===== src/rtl/weighted_rr_arb_pkg.sv =====
// rtl/weighted_rr_arb_pkg.sv - shared types and helpers for the weighted round-robin arbiter
package weighted_rr_arb_pkg;

  typedef enum logic {
    IDLE = 1'b0,
    OWN  = 1'b1
  } state_t;

  localparam int DEF_N        = 4;
  localparam int DEF_WEIGHT_W = 4;

  // OR-encoding is exact for a one-hot input and yields 0 for an all-zero input.
  function automatic logic [4:0] onehot_to_idx(input logic [31:0] oh);
    logic [4:0] idx;
    idx = '0;
    for (int i = 0; i < 32; i++) begin
      if (oh[i]) idx = idx | 5'(i);
    end
    return idx;
  endfunction

  // Thermometer mask: every bit at or above ptr is set.
  function automatic logic [31:0] rotate_mask(input logic [4:0] ptr);
    return ~((32'd1 << ptr) - 32'd1);
  endfunction

endpackage


===== src/rtl/rr_priority_pick.sv =====
// rtl/rr_priority_pick.sv - masked-then-unmasked fixed-priority pick of the lowest set request
module rr_priority_pick
  import weighted_rr_arb_pkg::*;
#(
  parameter int N = DEF_N
) (
  input  logic [N-1:0] req,
  input  logic [N-1:0] mask,
  output logic [N-1:0] winner,
  output logic         any
);

  logic [N-1:0] masked_req;

  // Isolating the lowest set bit with x & -x; the unmasked pick covers the wrap-around.
  always_comb begin
    masked_req = req & mask;
    if (|masked_req) winner = masked_req & (~masked_req + N'(1));
    else             winner = req & (~req + N'(1));
    any = |req;
  end

endmodule


===== src/rtl/weighted_rr_arbiter.sv =====
// rtl/weighted_rr_arbiter.sv - round-robin arbiter with per-channel weighted, lockable grant tenure
module weighted_rr_arbiter
  import weighted_rr_arb_pkg::*;
#(
  parameter int N        = DEF_N,
  parameter int WEIGHT_W = DEF_WEIGHT_W,
  parameter int IDX_W    = $clog2(N)
) (
  input  logic                  clk,
  input  logic                  rst,
  input  logic [N-1:0]          req,
  input  logic [N*WEIGHT_W-1:0] weight,
  input  logic                  lock,
  output logic [N-1:0]          grant,
  output logic                  grant_valid,
  output logic [IDX_W-1:0]      grant_id
);

  state_t               state, state_d;
  logic [IDX_W-1:0]     ptr, ptr_d, next_ptr, pick_ptr, id_d, win_idx;
  logic [WEIGHT_W-1:0]  credit, credit_d, win_weight, load_credit;
  logic [N-1:0]         grant_d, pick_mask, winner;
  logic                 owner_req, tenure_end, any;

  // On tenure end the pick already uses the advanced pointer so the switch has no bubble.
  always_comb begin
    owner_req  = |(req & grant);
    tenure_end = (state == OWN) &&
                 (!owner_req || ((credit == WEIGHT_W'(1)) && !lock));
    next_ptr   = (grant_id == IDX_W'(N - 1)) ? '0 : grant_id + IDX_W'(1);
    pick_ptr   = tenure_end ? next_ptr : ptr;
    pick_mask  = N'(rotate_mask(5'(pick_ptr)));
  end

  rr_priority_pick #(.N(N)) u_pick (
    .req    (req),
    .mask   (pick_mask),
    .winner (winner),
    .any    (any)
  );

  always_comb begin
    win_weight = '0;
    for (int i = 0; i < N; i++) begin
      if (winner[i]) win_weight = weight[i*WEIGHT_W +: WEIGHT_W];
    end
    load_credit = (win_weight == '0) ? WEIGHT_W'(1) : win_weight;
    win_idx     = IDX_W'(onehot_to_idx(32'(winner)));
  end

  always_comb begin
    state_d  = state;
    grant_d  = grant;
    id_d     = grant_id;
    credit_d = credit;
    ptr_d    = ptr;
    case (state)
      IDLE: begin
        if (any) begin
          state_d  = OWN;
          grant_d  = winner;
          id_d     = win_idx;
          credit_d = load_credit;
        end
      end
      OWN: begin
        if (tenure_end) begin
          ptr_d = next_ptr;
          if (any) begin
            grant_d  = winner;
            id_d     = win_idx;
            credit_d = load_credit;
          end else begin
            state_d  = IDLE;
            grant_d  = '0;
            id_d     = '0;
            credit_d = '0;
          end
        end else if (owner_req && (credit != WEIGHT_W'(1))) begin
          // Locked tenure parks at credit 1 so the first unlocked consumed cycle ends it.
          credit_d = credit - WEIGHT_W'(1);
        end
      end
      default: state_d = IDLE;
    endcase
  end

  always_ff @(posedge clk or posedge rst) begin
    if (rst) begin
      state    <= IDLE;
      grant    <= '0;
      grant_id <= '0;
      credit   <= '0;
      ptr      <= '0;
    end else begin
      state    <= state_d;
      grant    <= grant_d;
      grant_id <= id_d;
      credit   <= credit_d;
      ptr      <= ptr_d;
    end
  end

  assign grant_valid = |grant;

endmodule


===== config.mk =====
export PLATFORM = sky130hd
export DESIGN_NAME = weighted_rr_arbiter
export DESIGN_NICKNAME = d
export VERILOG_FILES = /design/src/rtl/weighted_rr_arb_pkg.sv /design/src/rtl/rr_priority_pick.sv /design/src/rtl/weighted_rr_arbiter.sv
export SDC_FILE = /design/constraint.sdc
export NUM_CORES = 1
export LEC_CHECK = 0
export CORE_ASPECT_RATIO = 0.8
export CORE_MARGIN = 3
export CORE_UTILIZATION = 50
export CTS_CLUSTER_DIAMETER = 80
export DETAILED_ROUTE_END_ITERATION = 8
export PLACE_DENSITY = 0.81
export SLEW_MARGIN = 25
export SYNTH_ARGS = -nofsm -noshare
export SYNTH_HDL_FRONTEND = slang
export SYNTH_SLANG_ARGS = --single-unit

===== constraint.sdc =====
create_clock -name clk -period 7.7 [get_ports clk]
set_input_delay 0.77 -clock clk [delete_from_list [all_inputs] [get_ports clk]]
set_output_delay 0.77 -clock clk [all_outputs]
set_load 0.01 [all_outputs]

==> reports/results.txt <==
VDD IR max - 0.0002599 V
Post-synth EDFFs - 0
Crit Path Max Fanout - 12
Pre-CTS WS - 3976 ps
Drt total wl - 3.231 mm
Clock Skews - 4.786 ps
Die Area - 0.002960 mm2
DRC viols - 0
Remaining antenna violation count after routing - 0
First-pass detailed-route iteration total - 5
Worst-path clk slew - 80 ps
Cell Rows - 15
Arr. time, crit path - 3640 ps
Number of synthesized register bits - 13
Sink Count - 13
Power per cell area - 417.3 mW/mm2
TritonCTS Buffers - 3
Total of max-cap violations - 0
FMAX - 288.2 MHz
Slowest stage delay, CP - 680 ps
Async S/R FF share, synth - 100.0%
First-pass GRT wire length - 5.209 mm
H-tree Lvls - 1
Worst Max-Slew Pin Slew - 880.4 ps
Avg Vias per Cell - 6.702
Largest net degree at the start of global routing - 15
Post-Layout Cell Count - 188
CTS tree - yes
Hpwl dp - 2.458 mm
Critical path class - in2reg
Vias in the first global route - 1121
RSZ-0062 raised after global routing - no
Global placer's final weighted congestion - 0.9361
Congestion Overflow GR - 0
Status - finished, final reports clean
Synth cell count leaders - 18 x nand2_1, 13 x dfrtp_1, 10 x a21oi_1, 10 x inv_1, 6 x o21ai_0
CP Cell Sequence - clkdlybuf4s50_1 -> a22o_1 -> o22a_4 -> o211a_4 -> inv_6 -> a211oi_4 -> o31a_4 -> o31ai_2 -> a21boi_1 -> o22ai_1
Ys Warns - 0
Final Max Tran Viols - 0
Initial antenna violation count - 0
Slew HR - 40.82%
Post-Syn Instances - 135
Sw Share - 48.17%
Register area share after synthesis - 27.81%
Leak pwr - 0.5937 nW
Top cell type's share of synthesized area - 27.81%
Buffers added on ports - 29
Clk pwr share - 7.3%
Later-pin clock latency in the skew report - 280 ps
Average size of a mapped cell - 8.666 um2
Post-synth top area cell - dfrtp_1
Max clock buf depth - 2
Final Hold Viols - 0
Crit path capture type - flip-flop
Pwr Total - 0.0006219 W
Detailed-route via count - 1260
Internal power - 0.0003223 W
Setup TNS - 0 ps
Multi-input gate area in the final layout - 770.7 um2
Class of the worst hold path - reg2reg
IO Count - 30
Root Driver - clkbuf_4
Die Wd - 60.08 um
Placed cells - 184
CTS resizes - 0
Period utilization - 45.06%
Nets - 190
Proportion of layout cells with a drive suffix above 1 - 11.04%
Cell family with most CP delay - compound AO/OA/AOI/OAI gates
Syn Nets - 161
CP bufs+invs - 2
Sequential power share - 21.4%
Hold WS - 539.3 ps
Fillers - 184
Crit path time final - 3470 ps
Worst path required time - 7870 ps
Area growth from synthesis to layout - 27.38%
Most instantiated library cell after synthesis - nand2_1
Post-Syn Area - 0.001170 mm2
Setup ws final - 4230 ps
Total track usage - 22.90%
Routed WL per cell - 17.19 um
Count of final setup violators - 0
Gate power share - 71.4%
Post-CTS Setup Bufs - 0
Synth top area cells - dfrtp_1 28%, nand2_1 5.8%, a21oi_1 4.3%, a211oi_1 3.2%, ha_1 3.2%
Crit-path slowest cell - clkdlybuf4s50_1
Diode count - 0
Synth cell types - 48
Startpoint types - input pin
Hold buffers post-CTS - 0
Core ar. - 0.002196 mm2
Top_reg_cell synth - dfrtp_1
Initial drt markers - 94
Net Switching - 0.0002996 W
Sequential cell area - 325.3 um2
Initial core utilization - 53.28%
Die height - 49.27 um
==> metal layers <==
layer	global-route usage, %	vias to the layer above	routed length [um]
met3	3.439	4	344
met1	31.02	586	1363
met5	0	-	0
met4	6.642	0	37
li1	-	585	-
met2	37.05	85	1486
==> worst paths after layout <==
| check | startpoint | end | slack [ps] | depth (start not counted) |
|---|---|---|---|---|
| worst max-delay path | req[1] | credit[2] | 4230 | 10 |
| min in group asynchronous | rst | grant[1] | 800 | 2 |
| worst max register to register | credit[1] | credit[2] | 4660 | 11 |
| worst min-delay path | credit[3] | credit[3] | 540 | 2 |
| max in group asynchronous | rst | ptr[1] | 6550 | 2 |
| worst min register to register | credit[3] | credit[3] | 540 | 2 |
==> power by group through the flow <==
stage | Combinational [W] | Clock (W) | Sequential [W]
finish | 0.000444 | 0.0000451 | 0.000133
global placement | 0.000424 | 0 | 0.000132
global route | 0.000486 | 0.0000479 | 0.000137
floorplan | 0.000323 | 0 | 0.000131
CTS | 0.000438 | 0.0000451 | 0.000131
detailed placement | 0.000435 | 0 | 0.000133
==> through the flow <==
| stage | util, % | area (um2) |
|---|---|---|
| 6_report | 67.86 | 1490 |
| 5_1_grt | 67.86 | 1490 |
| 4_1_cts | 67.86 | 1490 |
| 3_5_place_dp | 66.67 | 1464 |
| 3_3_place_gp | 66.67 | 1464 |
| 2_1_floorplan | - | 1170 |
==> worst min-delay path, cell delays in order, from the launching register on <==
cell      delay [ps]
dfrtp_1          380
nand2_1           60
o221ai_1          60
==> cells in the final DEF (no fill, tap or decap), types with 3 or more instances in the layout <==
| master | Yosys | routed |
|---|---|---|
| a211oi_1 | 5 | 5 |
| clkdlybuf4s50_1 | 0 | 29 |
| a21oi_1 | 10 | 10 |
| nand3_1 | 3 | 3 |
| nor2_1 | 4 | 4 |
| o311ai_0 | 3 | 3 |
| o21ai_1 | 4 | 4 |
| clkbuf_4 | 0 | 3 |
| dfrtp_1 | 13 | 13 |
| a31oi_1 | 4 | 4 |
| inv_1 | 10 | 10 |
| nor3_1 | 3 | 3 |
| o21ai_0 | 6 | 6 |
| a22oi_1 | 4 | 4 |
| o221ai_1 | 3 | 3 |
| a21boi_1 | 4 | 4 |
| ha_1 | 3 | 3 |
| o31ai_2 | 3 | 3 |
| nand2_1 | 18 | 18 |
==> sequential cells by signal, indices dropped and copies added, names as in the netlist <==
name,count
state,1
grant,4
ptr,2
credit,4
grant_id,2
==> logic make-up after synthesis <==
| logic type | count (synthesis) | share of synthesized area [%] |
|---|---|---|
| DFF | 13 | 27.81 |
| adders and majority gates | 3 | 3.209 |
| and+or+nand+nor | 36 | 15.61 |
| AOI/OAI and AO/OA | 67 | 47.06 |
| buffers and inverters | 16 | 6.310 |
==> final cells by class <==
| class | instances | share of cell area, % |
|---|---|---|
| multi-input combinational | 106 | 51.72 |
| tap | 25 | 2.099 |
| inverter | 11 | 3.107 |
| clock buffer | 4 | 1.763 |
| sequential | 13 | 21.83 |
| timing repair buffer | 29 | 19.48 |
Note: power is estimated with default switching activity, not from simulation.
